### src/rtl/uart_word_tx.sv
// UART transmitter fed by a word FIFO: each buffered word leaves as WORD_BYTES back-to-back frames, LSB byte first.
// Define UART_TX_PARITY_EN to insert an even-parity bit between the data bits and the stop bit of every frame.
module uart_word_tx #(
    parameter int CLK_PER_HALF_BIT = 5208,
    parameter int WORD_BYTES       = 4,
    parameter int DEPTH            = 16
) (
    input  logic                        clk,
    input  logic                        rstn,
    input  logic                        wr_en,
    input  logic [8*WORD_BYTES-1:0]     wr_data,
    output logic                        full,
    output logic [$clog2(DEPTH):0]      count,
    output logic                        overflow,
    output logic                        txd,
    output logic                        busy,
    output logic                        idle
);

    localparam int DATA_W  = 8 * WORD_BYTES;
    localparam int PTR_W   = $clog2(DEPTH);
    localparam int CNT_W   = PTR_W + 1;
    localparam int BIT_CYC = 2 * CLK_PER_HALF_BIT;
    localparam int TMR_W   = (BIT_CYC > 1) ? $clog2(BIT_CYC) : 1;
    localparam int BYTE_W  = (WORD_BYTES > 1) ? $clog2(WORD_BYTES) : 1;

    typedef enum logic [2:0] {
        IDLE,
        START,
        DATA,
`ifdef UART_TX_PARITY_EN
        PARITY,
`endif
        STOP
    } state_t;

    function automatic logic even_parity(input logic [7:0] b);
        return ^b;
    endfunction

    logic [DATA_W-1:0] mem [DEPTH];
    logic [PTR_W-1:0]  wr_ptr, rd_ptr;
    logic [CNT_W-1:0]  count_q;
    logic              overflow_q;

    state_t            state_q, state_d;
    logic [TMR_W-1:0]  tmr_q;
    logic [2:0]        bit_idx_q;
    logic [BYTE_W-1:0] byte_idx_q;
    logic [DATA_W-1:0] shreg_q;

    logic push, pop, bit_end, last_byte, next_byte;

    assign full      = (count_q == CNT_W'(DEPTH));
    assign push      = wr_en && !full;
    assign pop       = (state_q == IDLE) && (count_q != '0);
    assign bit_end   = (tmr_q == TMR_W'(BIT_CYC - 1));
    assign last_byte = (byte_idx_q == BYTE_W'(WORD_BYTES - 1));
    assign next_byte = (state_q == STOP) && bit_end && !last_byte;

    assign count    = count_q;
    assign overflow = overflow_q;
    assign busy     = (state_q != IDLE);
    assign idle     = (count_q == '0) && (state_q == IDLE);

    always_comb begin
        state_d = state_q;
        txd     = 1'b1;
        case (state_q)
            IDLE: begin
                if (pop) state_d = START;
            end
            START: begin
                txd = 1'b0;
                if (bit_end) state_d = DATA;
            end
            DATA: begin
                txd = shreg_q[bit_idx_q];
                if (bit_end && bit_idx_q == 3'd7) begin
`ifdef UART_TX_PARITY_EN
                    state_d = PARITY;
`else
                    state_d = STOP;
`endif
                end
            end
`ifdef UART_TX_PARITY_EN
            PARITY: begin
                txd = even_parity(shreg_q[7:0]);
                if (bit_end) state_d = STOP;
            end
`endif
            STOP: begin
                txd = 1'b1;
                if (bit_end) state_d = last_byte ? IDLE : START;
            end
            default: state_d = IDLE;
        endcase
    end

    // Control state: FSM, bit timer, indices, FIFO pointers and occupancy
    always_ff @(posedge clk) begin
        if (!rstn) begin
            state_q    <= IDLE;
            tmr_q      <= '0;
            bit_idx_q  <= '0;
            byte_idx_q <= '0;
            wr_ptr     <= '0;
            rd_ptr     <= '0;
            count_q    <= '0;
            overflow_q <= 1'b0;
        end else begin
            state_q <= state_d;
            // Every state exit happens on bit_end, so this also restarts the timer on state entry
            if (state_q == IDLE || bit_end) tmr_q <= '0;
            else                            tmr_q <= tmr_q + 1'b1;
            if (pop) begin
                bit_idx_q  <= '0;
                byte_idx_q <= '0;
            end else if (state_q == DATA && bit_end) begin
                bit_idx_q  <= bit_idx_q + 3'd1;
            end else if (next_byte) begin
                byte_idx_q <= byte_idx_q + 1'b1;
            end
            if (push) wr_ptr <= wr_ptr + 1'b1;
            if (pop)  rd_ptr <= rd_ptr + 1'b1;
            case ({push, pop})
                2'b10:   count_q <= count_q + 1'b1;
                2'b01:   count_q <= count_q - 1'b1;
                default: count_q <= count_q;
            endcase
            if (wr_en && full) overflow_q <= 1'b1;
        end
    end

    // Datapath: FIFO storage and the word shift register
    always_ff @(posedge clk) begin
        if (push) mem[wr_ptr] <= wr_data;
        if (pop)            shreg_q <= mem[rd_ptr];
        else if (next_byte) shreg_q <= shreg_q >> 8;
    end

endmodule

### config.mk
export PLATFORM = sky130hd
export DESIGN_NAME = uart_word_tx
export DESIGN_NICKNAME = d
export VERILOG_FILES = /design/src/rtl/uart_word_tx.sv
export SDC_FILE = /design/constraint.sdc
export NUM_CORES = 1
export LEC_CHECK = 0
export CAP_MARGIN = 20
export CORE_MARGIN = 8
export CORE_UTILIZATION = 50
export DETAILED_ROUTE_END_ITERATION = 7
export GPL_ROUTABILITY_DRIVEN = 1
export PLACE_DENSITY_LB_ADDON = 0.05
export SLEW_MARGIN = 20
export SYNTH_ARGS = -nofsm -noshare
export SYNTH_HDL_FRONTEND = slang
export SYNTH_SLANG_ARGS = --single-unit
### constraint.sdc
create_clock -name clk -period 9.4 [get_ports clk]
set_clock_uncertainty 0.1 [all_clocks]
set_input_delay 0.94 -clock clk [delete_from_list [all_inputs] [get_ports clk]]
set_output_delay 0.94 -clock clk [all_outputs]
set_load 0.02 [all_outputs]
* After elaboration in Yosys (flattened, before gate mapping)
Memories as Yosys holds them, arrays and structs flattened. A register that Yosys moved wholly into a read port is not among the register bits.
Index checks and enable logic that the tools add are counted.
** Word-level totals
- Word-level logic and storage cells :: 70
- RAM bits :: 512
- Output and inout port bits :: 10
- Bits of input ports :: 35
- Register bits after elaboration :: 68
- Memories kept :: 1
** Operators by class
- Multiplexer cells :: 16
- Equal/unequal tests :: 13
- Reduce and logical (&&, ||, !) cells :: 21
- Add/sub/neg operators :: 7
- Bitwise logic cells :: 2
- Order comparisons :: 1
** Memory list
- mem :: words 16, bits a word 32, rd ports 1, clocked after Yosys merged registers in 1, wr ports 1, RTL line 41 : logic [DATA_W-1:0] mem [DEPTH];
** Operators with widths (count)
- 2-to-1 mux 32 bit :: 2
- adder 14 x 1 -> 14 bit, second input constant :: 1
- == test 14 bit, second input constant :: 1
- 2-to-1 mux 3 bit :: 4
- one-hot mux 3 bit (4 select lines) :: 1
- one-hot mux 5 bit (2 select lines) :: 1
- adder 4 x 1 -> 4 bit, second input constant :: 2
- logical AND 1 bit :: 8
- 2-to-1 mux 4 bit :: 2
- inequality test 2 bit, second input constant :: 4
- == test 3 x 2 -> 1 bit, second input constant :: 2
- < comparator 3 x 6 -> 1 bit, second input constant :: 1
- adder 5 x 1 -> 5 bit, second input constant :: 1
- == test 5 bit, second input constant :: 1
- zero test 5 bit :: 1
- nonzero test 5 bit :: 1
- subtractor 5 x 1 -> 5 bit, second input constant :: 1
- == test 2 bit, second input constant :: 2
- 2-to-1 mux 1 bit :: 4
- AND reduction 4 bit :: 1
- nonzero test 2 bit :: 2
- OR reduction 2 bit :: 2
- adder 3 x 1 -> 3 bit, second input constant :: 1
- binary-select mux 1 bit (select 3 bit) :: 1
- other kinds (11) :: 13

* Longest topological paths before layout
Gate-level depths: netlist (run 1).
- Depth in word-level cells :: 5
- Mapped depth :: 14
- Gate-level depth less buffers :: 11

* Least setup slack after synthesis (run 1)
Ideal clock, no wire load.
- Kind :: input-to-reg
- Start :: input port wr_en
- End :: memory mem[0][0] (netlist name) (enable)
- Setup time :: 461 ps
- Path buffers :: 0
- Stages on the path :: 3
- Data arrival time :: 3699 ps
- Setup slack :: 5141 ps
- Required time :: 8839 ps
- Cells stage by stage :: a21boi_1 > nand2_1 > nor3_1
** On the way
- Cells in the longest elaborated chain, start to end :: 3
** RTL lines
- start, declared :: RTL line 10 : input logic wr_en,
- logical AND 1 bit :: RTL line 55 : assign push = wr_en && !full;
- 2-to-1 mux 1 bit :: RTL line 138 : if (push) mem[wr_ptr] <= wr_data;
- 2-to-1 mux 1 bit (implied by the code) :: RTL line 138
- end, declared :: RTL line 41
No other way between the ends.

* Worst setup path after layout (run 1)
- Start :: register count_q[1], in the netlist count[1]
- End :: output port idle
** On the way
- Cells in the longest elaborated chain, start to end :: 2
** RTL lines
- start, declared :: RTL line 43 : logic [CNT_W-1:0] count_q;
- start signal, assigned :: RTL line 128 : 2'b10: count_q <= count_q + 1'b1;
- start signal, assigned :: RTL line 129 : 2'b01: count_q <= count_q - 1'b1;
- start signal, assigned :: RTL line 130 : default: count_q <= count_q;
- zero test 5 bit :: RTL line 64 : assign idle = (count_q == '0) && (state_q == IDLE);
- logical AND 1 bit :: RTL line 64
- end, declared :: RTL line 17 : output logic idle
No other way between the ends.

==> results_dict.tcl, run 1 <==
set metrics [dict create \
    worst_slack_ns 5.69 \
    status "complete, no violations" \
    avgRoutedWirePerCell_um 26.1 \
    power.share.combinational_pct 17.1 \
    root_buffer "clkbuf_16" \
    drt-initial-drc-count 741 \
    rows 78 \
    synthArstFlopShare_pct 0 \
    synth_ff_type "edfxtp_1" \
    hold_class "reg -> reg" \
    cp_cell_sequence "or4_4 > nor3_1 > clkdlybuf4s50_1" \
    p_sw_uw 1730 \
    internal-power_uw 4850 \
    grt_start_max_net_pins 79 \
    path_clk_slew_ns 0.06 \
    fin_crit_sh_pct 39.5 \
    ys_ff_latch 583 \
    initial_core_util_pct 50.3 \
    clk_latency_ns 0.60 \
    cts_tree "yes" \
    dpl.hpwl_um 26600 \
    synthCells 1102 \
    relSlewSlack_pct 38.5 \
    final_cell_mix "edfxtp_1 (544), mux4_2 (130), clkbuf_16 (61)" \
    cts_resized 0 \
    drive_gt1_share_pct 25.0 \
    grt_pass1_wl_um 71900 \
    static-leakage-power_uw 0.00789 \
    netlist_area_sq_um 22600 \
    grt_antenna_before_repair 1 \
    dieArea_sq_um 52300 \
    final_common_cell "edfxtp_1" \
    setup_tns_ns 0 \
    viasPerCell 5.87 \
    cap_violations 0 \
    antennaDiodeCount 0 \
    grtUsageTotal_pct 18.2 \
    yosys.area.top_type "edfxtp_1" \
    die_w_um 229 \
    synth_top_area_share_pct 72.2 \
    swShare_pct 26.3 \
    max_stage_delay_ns 0.68 \
    cts_buffers 59 \
    cp_max_fo 10 \
    die_y_um 229 \
    period_minus_slack_ns 3.71 \
    cts_max_path_buffers 3 \
    synth_edf_count 544 \
    ant_nets 0 \
    yosysWarnings 0 \
    synth_area_leaders "edfxtp_1 (72%), mux4_2 (13%), dfxtp_1 (3.4%)" \
    grt_pass1_vias 11182 \
    cts_hold_buf 0 \
    critPathKind "reg -> out" \
    drc 0 \
    cp_slowest_cell "clkdlybuf4s50_1" \
    cp_data_required_time_ns 8.36 \
    htreeDepth 2 \
    hold_viol_final 0 \
    core_area_sq_um 45000 \
    setup_viol 0 \
    clockPowerShare_pct 34.9 \
    via_count 10695 \
    grt_overflow 0 \
    synthDistinctLibCells 55 \
    syn-mean-instance-area_sq_um 20.5 \
    worst_pin_slew_ns 0.922 \
    pre_cts_slack_ns 5.55 \
    io_buffers 44 \
    nets 1223 \
    grt_setup_unrepaired "false" \
    wl_um 47600 \
    globalplace.congestion 0.740 \
    slew_violations 0 \
    cts_setup_buffers 0 \
    ys_seq_area_share_pct 75.6 \
    first_pass_iters 5 \
    cp-end-kind "primary output" \
    power.density_nw_per_um2 255 \
    cts.sinks 583 \
    crit_arrival_ns 2.67 \
    seq_power_share_pct 48.0 \
    timing.critical_path.from_type "register" \
    synth_nets 1154 \
    max_freq_mhz 269 \
    num_io_pins 45 \
    area_growth_pct 13.9 \
    max-vdd-ir-drop_mv 0.210 \
]
## power groups by stage
stage | clock network, uW | logic [uW] | registers, uW
6_report | 2300 | 1120 | 3160
5_1_grt | 2450 | 1210 | 3170
4_1_cts | 2350 | 1150 | 3160
3_5_place_dp | 0 | 1150 | 3210
3_3_place_gp | 0 | 1130 | 3210
2_1_floorplan | 0 | 781 | 3170
## cells in the mapped netlist, types with 11 or more instances
cell and number:
a211oi_1 16, a21oi_1 37, buf_2 16, clkbuf_1 29
dfxtp_1 39, edfxtp_1 544, ha_1 17, inv_1 11
mux2_2 24, mux2i_1 14, mux4_2 130, nand2_1 16
nand3_1 11, nor2_1 38, o22ai_1 45, xor2_1 12
## cell type report
cell class                 instances  area [sq um]
clock buffer                      69          1560
inverter                          12          45.0
fill                            3343         19200
timing repair buffer              73           691
clock inverter                    42           350
tap                              600           751
sequential                       583         17100
multi-input combinational        442          5250
## stage by stage
step	hold WS, ns	total power (uW)	util, %	std cells	instance area [sq um]
floorplan	0.330	3950	-	1102	22600
global placement	0.347	4340	53.0	1709	23800
detailed placement	0.363	4360	53.0	1710	23900
CTS	0.378	6650	57.3	1821	25800
global route	0.404	6830	57.3	1821	25800
finish	0.373	6580	57.3	1821	25800
## metal layers
metal | track usage [%] | up-vias | part of all wire [%]
li1 | - | 4707 | -
met1 | 24.7 | 5694 | 44
met2 | 30.4 | 226 | 49
met3 | 3.20 | 68 | 4.0
met4 | 4.55 | 0 | 2.1
met5 | 0 | - | 0
## cell families after synthesis
family | count (synthesis) | share of synthesized area (%)
flops | 583 | 75.6
fa+ha+maj | 17 | 0.940
compound gates | 126 | 3.69
buf+inv | 77 | 1.70
simple gates | 112 | 2.55
mux | 168 | 14.8
xor+xnor | 19 | 0.735
## final timing paths
kind                 start  endpoint  slack [ns]  cells after the start
setup / recovery  count[1]      idle        5.69                      3
hold / removal    overflow  overflow        0.37                      2
setup reg to reg  count[1]  count[4]        6.04                     10
hold reg to reg   overflow  overflow        0.37                      2
## registers in the layout, summed over array words and instances, names as in the netlist, named ones only
name,flops
bit_idx_q,3
byte_idx_q,2
count,5
mem,512
overflow,1
rd_ptr,4
shreg_q,32
state_q,2
tmr_q,14
wr_ptr,4
## critical path: cells and delay by family, from the launching register on
family	cells	cell delay (ns)
buf+inv	1	0.68
simple gates	2	0.98
flops	1	0.40
(Power assumes the default switching activity.)
==> run 2: changes to the inputs <==
clock period = 3.37 ns   (was 9.4 ns; I/O delays follow)
==> results_dict.tcl, run 2 (synthesis gave the netlist of run 1 again) <==
set metrics [dict create \
    relSlewSlack_pct 50.5 \
    max_stage_delay_ns 0.70 \
    final_cell_mix "edfxtp_1 (544), mux4_2 (130), clkbuf_16 (60)" \
    cts_resized 0 \
    grt_overflow 0 \
    avgRoutedWirePerCell_um 26.9 \
    first_pass_iters 5 \
    cp_num_buf_inv 1 \
    largest_reg_flops 512 \
    path_clk_slew_ns 0.06 \
    grtUsageTotal_pct 19.0 \
    cap_violations 0 \
    fin_util_pct 58.1 \
    status "complete, no violations" \
    root_buffer "clkbuf_16" \
    largest_register "mem" \
    worst_slack_ns 0.209 \
    grt_setup_unrepaired "false" \
    cp_top_family "simple AND/OR/NAND/NOR gates" \
    cts_setup_buffers 0 \
    cp_slowest_cell "clkdlybuf4s50_1" \
    finalNonFillerCells 1845 \
    area_growth_pct 15.6 \
    nets 1251 \
    setup_viol 0 \
    cts_buffers 59 \
    cts.sinks 583 \
    wl_um 49600 \
    dieArea_sq_um 52300 \
    die_w_um 229 \
    setup_tns_ns 0 \
    num_io_pins 45 \
    slew_violations 0 \
    antennaDiodeCount 0 \
    die_y_um 229 \
    via_count 10872 \
    cp_data_required_time_ns 2.93 \
    grt_pass1_wl_um 74300 \
    crit_arrival_ns 2.72 \
    cp_cell_sequence "or4_4 > nor3_1 > clkdlybuf4s50_1" \
    power.density_nw_per_um2 704 \
    drc 0 \
    final_common_cell "edfxtp_1" \
    critPathKind "reg -> out" \
    cts_hold_buf 0 \
    worst_pin_slew_ns 0.742 \
    max-vdd-ir-drop_mv 0.651 \
    grt_start_max_net_pins 51 \
    hold_viol_final 0 \
    max_freq_mhz 316 \
    htreeDepth 2 \
    viasPerCell 5.89 \
    cp_max_fo 10 \
    dpl.hpwl_um 27500 \
    crit_cells 3 \
    cts_tree "yes" \
    globalplace.congestion 0.710 \
    ant_nets 0 \
    fin_crit_sh_pct 93.8 \
    grt_antenna_before_repair 2 \
    drt-initial-drc-count 1000 \
    reg2regPathDepth 10 \
    holdPathStages 3 \
    clk_latency_ns 0.61 \
    grt_pass1_vias 11278 \
    period_minus_slack_ns 3.16 \
    reg.largest.list "mem x512, shreg_q x32, tmr_q x14" \
    dp_cells 1738 \
    rows 78 \
    hold_class "in -> reg" \
    initial_core_util_pct 50.3 \
    cts_max_path_buffers 3 \
    core_area_sq_um 45000 \
    timing.critical_path.from_type "register" \
    cp-end-kind "primary output" \
    fill_cells 3302 \
    static-leakage-power_uw 0.00804 \
    power_uw 18400 \
    pre_cts_slack_ns 0.499 \
    io_buffers 44 \
    drive_gt1_share_pct 26.3 \
]
## run 2: cell count changes in the layout (fill, tap and decap cells not counted), moves of 2 or more
cell        before  now
clkinv_1        16   10
nor3_2           4    0
buf_4           27   39
clkinvlp_4       4    2
nor3_4           0    4
clkinv_2        16   12
buf_12           1   17
clkbuf_1         8   15
## run 2: path summary, 6_finish.rpt
| kind | startpoint | end | slack, ns |
|---|---|---|---|
| setup / recovery | count[2] | idle | 0.21 |
| hold / removal | wr_en | overflow | 0.37 |
| setup reg to reg | count[2] | count[2] | 0.50 |
| hold reg to reg | tmr_q[0] | tmr_q[0] | 0.37 |
## run 2: final cells by class
| cell class | instances | area [sq um] | share of cell area [%] |
|---|---|---|---|
| multi-input cells | 442 | 5280 | 20.2 |
| inverters | 12 | 45.0 | 0.172 |
| flip-flops and latches | 583 | 17100 | 65.5 |
| well taps | 600 | 751 | 2.87 |
| clock buffers | 75 | 1560 | 5.95 |
| clock inverters | 32 | 318 | 1.21 |
| repair buffers | 101 | 1080 | 4.15 |
## run 2: worst reg2reg max path, cell delays in order, from the launching register on
cell	delay, ns
dfxtp_1	0.40
or4_4	0.61
o21ai_4	0.17
inv_2	0.06
ha_1	0.29
xor2_1	0.18
ha_1	0.23
a21oi_1	0.18
xor2_1	0.11
or3_1	0.31
a21oi_1	0.15
## run 2: per-stage QoR
step           hold slack, ns  instance area (sq um)
2_1_floorplan           0.330                  22700
3_3_place_gp            0.350                  24300
3_5_place_dp            0.358                  24300
4_1_cts                 0.334                  26200
5_1_grt                 0.352                  26200
6_report                0.368                  26200
## run 2: per-layer routing
layer	wire length, um	global-route usage (%)	share of wire, %
met5	25	0	0.050
met4	974	4.59	2.0
met3	2380	3.51	4.8
met2	24500	31.6	50
met1	21600	25.8	44
## run 2: power breakdown
group,total [uW],switching [uW],internal [uW]
combinational,3180,1850,1330
clock,6380,2670,3710
sequential,8860,314,8550
==> run 3: changes to the inputs <==
--- a/constraint.sdc
+++ b/constraint.sdc
@@ -4,2 +4,2 @@
 set_output_delay 0.337 -clock clk [all_outputs]
-set_load 0.02 [all_outputs]
+set_load 0.1 [all_outputs]
==> results_dict.tcl, run 3 (synthesis gave the netlist of run 1 again) <==
set metrics [dict create \
    static-leakage-power_uw 0.00796 \
    dieArea_sq_um 52300 \
    period_minus_slack_ns 2.82 \
    r2r_start "count[1]" \
    max-vdd-ir-drop_mv 0.456 \
    grtUsageTotal_pct 18.8 \
    grt_pass1_vias 11098 \
    cp-end-kind "register" \
    cts_buffers 58 \
    num_io_pins 45 \
    avgRoutedWirePerCell_um 26.9 \
    postPlaceCellArea_sq_um 24200 \
    startpoint "count[1]" \
    dpl.hpwl_um 26200 \
    finalNonFillerCells 1828 \
    timing.critical_path.from_type "register" \
    globalplace.congestion 0.708 \
    cts_resized 0 \
    critPathKind "reg -> reg" \
    io_buffers 44 \
    grt_antenna_before_repair 3 \
    grt_pass1_wl_um 72700 \
    cp_max_fo 10 \
    final_common_cell "edfxtp_1" \
    cts.sinks 583 \
    hold_class "in -> reg" \
    via_count 10745 \
    relSlewSlack_pct 34.8 \
    die_y_um 229 \
    cts_setup_buffers 0 \
    initial_core_util_pct 50.3 \
    hold_viol_final 0 \
    crit_arrival_ns 3.24 \
    largest_reg_flops 512 \
    fin_area_sq_um 26000 \
    r2r-end "count[2]" \
    nets 1234 \
    area_growth_pct 15.1 \
    r2r_slack_ns 0.55 \
    cts_tree "yes" \
    core_area_sq_um 45000 \
    drt-initial-drc-count 910 \
    die_w_um 229 \
    top_usage_layer "met2" \
    cp_data_required_time_ns 3.80 \
    hold_path_startpoint "wr_en" \
    holdPathStages 3 \
    slew_violations 0 \
    reg2regPathDepth 10 \
    cts_max_path_buffers 3 \
    setup_viol 0 \
    dp_cells 1722 \
    grt_setup_unrepaired "false" \
    hold_end "overflow" \
    power.density_nw_per_um2 709 \
    largest_register "mem" \
    htreeDepth 2 \
    clk_latency_ns 0.60 \
    grt_start_max_net_pins 51 \
    fin_util_pct 57.9 \
    fin_crit_sh_pct 83.6 \
    pre_cts_slack_ns 0.545 \
    viasPerCell 5.88 \
    rows 78 \
    met3_usage_pct 3.34 \
    drive_gt1_share_pct 26.0 \
    cap_violations 0 \
    wl_um 49100 \
    grt_use_met2_pct 31.6 \
    worst_slack_ns 0.553 \
    drc 0 \
    ant_nets 0 \
    power_uw 18500 \
    status "complete, no violations" \
    max_freq_mhz 355 \
    reg.largest.list "mem x512, shreg_q x32, tmr_q x14" \
    root_buffer "clkbuf_16" \
    first_pass_iters 5 \
    worst_pin_slew_ns 0.975 \
    grt_overflow 0 \
    final_cell_mix "edfxtp_1 (544), mux4_2 (130), clkbuf_16 (61)" \
    cts_hold_buf 0 \
    grt_use_met1_pct 24.6 \
    path_clk_slew_ns 0.06 \
]
[run 3: worst max-delay path by stage]
stage | end | slack (ns) | cells after the start
2_1_floorplan | mem[12][0] | -0.20 | 4
3_3_place_gp | count[4] | 0.60 | 10
3_5_place_dp | count[4] | 0.55 | 10
4_1_cts | count[4] | 0.56 | 10
5_1_grt | count[4] | 0.40 | 10
6_report | count[2] | 0.55 | 10
[run 3: power by group]
| group | internal, uW | switching, uW | total [uW] |
|---|---|---|---|
| Sequential | 8550 | 335 | 8890 |
| Clock | 3560 | 2620 | 6180 |
| Combinational | 1300 | 2100 | 3400 |
| Total | 13400 | 5050 | 18500 |
[run 3: layout make-up]
cell class | count | area (sq um)
repair buffers | 85 | 1010
clock buffers | 69 | 1560
multi-input cells | 442 | 5290
clock inverters | 35 | 262
diodes | 2 | 5.00
fillers | 3350 | 18900
inverters | 12 | 45.0
flip-flops and latches | 583 | 17100
well taps | 600 | 751
[run 3: per-stage QoR]
step / TNS [ns] / hold slack (ns)
floorplan: -67.43 / 0.330
global placement: 0 / 0.344
detailed placement: 0 / 0.358
CTS: 0 / 0.315
global route: 0 / 0.386
finish: 0 / 0.364
[run 3: routing by layer]
metal / up-vias / routed length (um)
li1: 4729 / -
met2: 233 / 24600
met5: - / 19
met4: 4 / 1370
met3: 91 / 2130
met1: 5688 / 21000
[run 3: worst max-delay path, cell delays in order, from the launching register on]
cell	delay, ns
dfxtp_2	0.37
or4_4	0.62
o21ai_4	0.17
inv_2	0.06
ha_1	0.28
xor2_1	0.18
ha_1	0.22
a21oi_1	0.17
xor2_1	0.10
or3_1	0.32
a21oi_1	0.13
==> RTL edit, RTL diff (config.mk and constraints of run 3) <==
Add a define of `UART_TX_PARITY_EN`.
--- a/src/rtl/uart_word_tx.sv
+++ b/src/rtl/uart_word_tx.sv
@@ -1,5 +1,7 @@
 // UART transmitter fed by a word FIFO: each buffered word leaves as WORD_BYTES back-to-back frames, LSB byte first.
 // Define UART_TX_PARITY_EN to insert an even-parity bit between the data bits and the stop bit of every frame.
+`define UART_TX_PARITY_EN
+
 module uart_word_tx #(
     parameter int CLK_PER_HALF_BIT = 5208,
     parameter int WORD_BYTES       = 4,
Function: same outputs for any inputs over 10 cycles, from zero or initial values and one cycle with rstn low; that may be too few to reach the edited logic, so the function may still have changed.
==> RTL edit against run 3 <==
- sequential power barely moved
- synthesized area rose by 0.17%
- power rose by 2.2%
- routed wire length rose by 1.2%
- sequential cell count rose by 1
- setup slack got worse by 0.024 ns
- via count rose by 1.0%
- final area rose by 0.14%
==> RTL edit: results (changes against run 3) <==
| Item | This run | vs run 3 |
|:---|:---|:---|
| Run status | complete, no violations |  |
| Number of distinct library cells after synthesis | 51 | -7.3% |
| Worst-Skew Late Latency | 0.62 ns | +0.02 ns |
| Most area-consuming cells after synthesis | sky130_fd_sc_hd__edfxtp_1, sky130_fd_sc_hd__mux4_2, sky130_fd_sc_hd__dfxtp_1, sky130_fd_sc_hd__o22ai_1, sky130_fd_sc_hd__mux2_2 |  |
| Net count, final | 1253 | +1.5% |
| Total routing usage reported by global routing | 19.0% | +0.17 points |
| Number of nets in the synthesized netlist | 1163 | +0.78% |
| Top cells by count, synth | sky130_fd_sc_hd__edfxtp_1, sky130_fd_sc_hd__mux4_2, sky130_fd_sc_hd__o22ai_1 |  |
| Number of vias after detailed routing | 10857 | +1.0% |
| Pin count of the biggest net entering global routing | 52 | +2.0% |
| Fraction of final layout cells with drive strength greater than 1 | 26.3% | +0.30 points |
| R2r startpoint | count[0]$_SDFFE_PN0P_ |  |
| Wirelength per Cell | 26.9 um | about the same |
| Max-Slew Margin vs Limit | 34.4% | -0.37 points |
| Total clock buffers created by CTS | 59 | +1.7% |
| Post-CTS Resized | 0 | unchanged |
| Global Route met3 Usage | 3.30% | -0.037 points |
| Placer's final routability congestion estimate | 0.757 | +7.0% |
| Endpoint of the worst hold path | tmr_q[0]$_SDFF_PP0_ |  |
| Wire length of the first global-routing pass | 74.5 mm | +2.4% |
| Maximum vdd drop | 0.000712 V | +56% |
| Starting DRT DRC Count | 822 | -9.7% |
| Number of antenna violations at the first check in global routing | 1 | -2 |
| FILL cells | 3436 | +2.6% |
| Leakage power of the design | 8.04 nW | +1.0% |
| Slack of the worst reg-to-reg path | 0.53 ns | -0.02 ns |
| Global routing met2 resource utilization | 31.1% | -0.50 points |
| Kind of path behind the tightest hold check | reg -> reg |  |
| Worst hold margin | 0.365 ns | +0.00109 ns |
| Crit path largest cell delay | 0.64 ns | +0.02 ns |
| Sequential area share after synthesis | 75.6% | about the same |
| Startpoint of the worst hold path | tmr_q[0]$_SDFF_PP0_ |  |
[RTL edit: per-stage QoR]
step	instances	setup WS, ns	area, um^2	TNS (ns)
2_1_floorplan	1116	-0.129	22700	-34.75
3_3_place_gp	1745	0.539	24200	0
3_5_place_dp	1745	0.531	24200	0
4_1_cts	1850	0.582	26100	0
5_1_grt	1850	0.401	26100	0
6_report	1850	0.529	26100	0
[RTL edit: worst max-delay path by stage]
stage,from,to,cells past startpoint
floorplan,count[4]$_SDFFE_PN0P_,mem[12][0]$_DFFE_PP_,4
global placement,wr_en,count[2]$_SDFFE_PN0P_,10
detailed placement,wr_en,count[2]$_SDFFE_PN0P_,10
CTS,count[0]$_SDFFE_PN0P_,count[4]$_SDFFE_PN0P_,8
global route,count[0]$_SDFFE_PN0P_,count[2]$_SDFFE_PN0P_,10
finish,count[0]$_SDFFE_PN0P_,count[2]$_SDFFE_PN0P_,10
[RTL edit: area by class of cell]
class                           count  share of cell area (%)
Clock buffer                       69                    5.89
Timing Repair Buffer               95                    3.67
Inverter                           11                   0.158
Clock inverter                     36                    1.33
Multi-Input combinational cell    455                    20.3
Sequential cell                   584                    65.8
Tap cell                          600                    2.88
[RTL edit: routing by layer]
metal,routed length [um],vias up
li1,-,4803
met1,22400,5772
met2,24300,221
met3,2150,59
met4,803,2
met5,13,-
[RTL edit: cells by family (layout without fill, tap and decap cells)]
logic type	after synthesis	count (layout)	share of synthesized area, %
flops	584	584	75.6
xor+xnor	25	25	0.966
simple gates	117	117	2.63
fa+ha+maj	12	12	0.662
compound gates	134	134	3.78
mux	167	167	14.7
buf+inv	77	211	1.69
[RTL edit: worst register-to-register path, cell delays in order (launching register included)]
cell and delay [ns]:
sky130_fd_sc_hd__dfxtp_2 0.36, sky130_fd_sc_hd__or4_4 0.64, sky130_fd_sc_hd__o21ai_4 0.18, sky130_fd_sc_hd__inv_2 0.05
sky130_fd_sc_hd__ha_1 0.29, sky130_fd_sc_hd__xor2_1 0.18, sky130_fd_sc_hd__ha_1 0.23, sky130_fd_sc_hd__a21oi_1 0.19
sky130_fd_sc_hd__xor2_1 0.11, sky130_fd_sc_hd__or3_1 0.32, sky130_fd_sc_hd__a21oi_1 0.14
[RTL edit: where the power goes]
| part | leakage, nW | internal [W] | total [W] | switching (W) |
|---|---|---|---|---|
| Sequential | 5.26 | 0.00859 | 0.00891 | 0.000323 |
| Combinational | 1.88 | 0.00130 | 0.00359 | 0.00230 |
| Clock | 0.901 | 0.00370 | 0.00638 | 0.00268 |
| Total | 8.04 | 0.0136 | 0.0189 | 0.00530 |
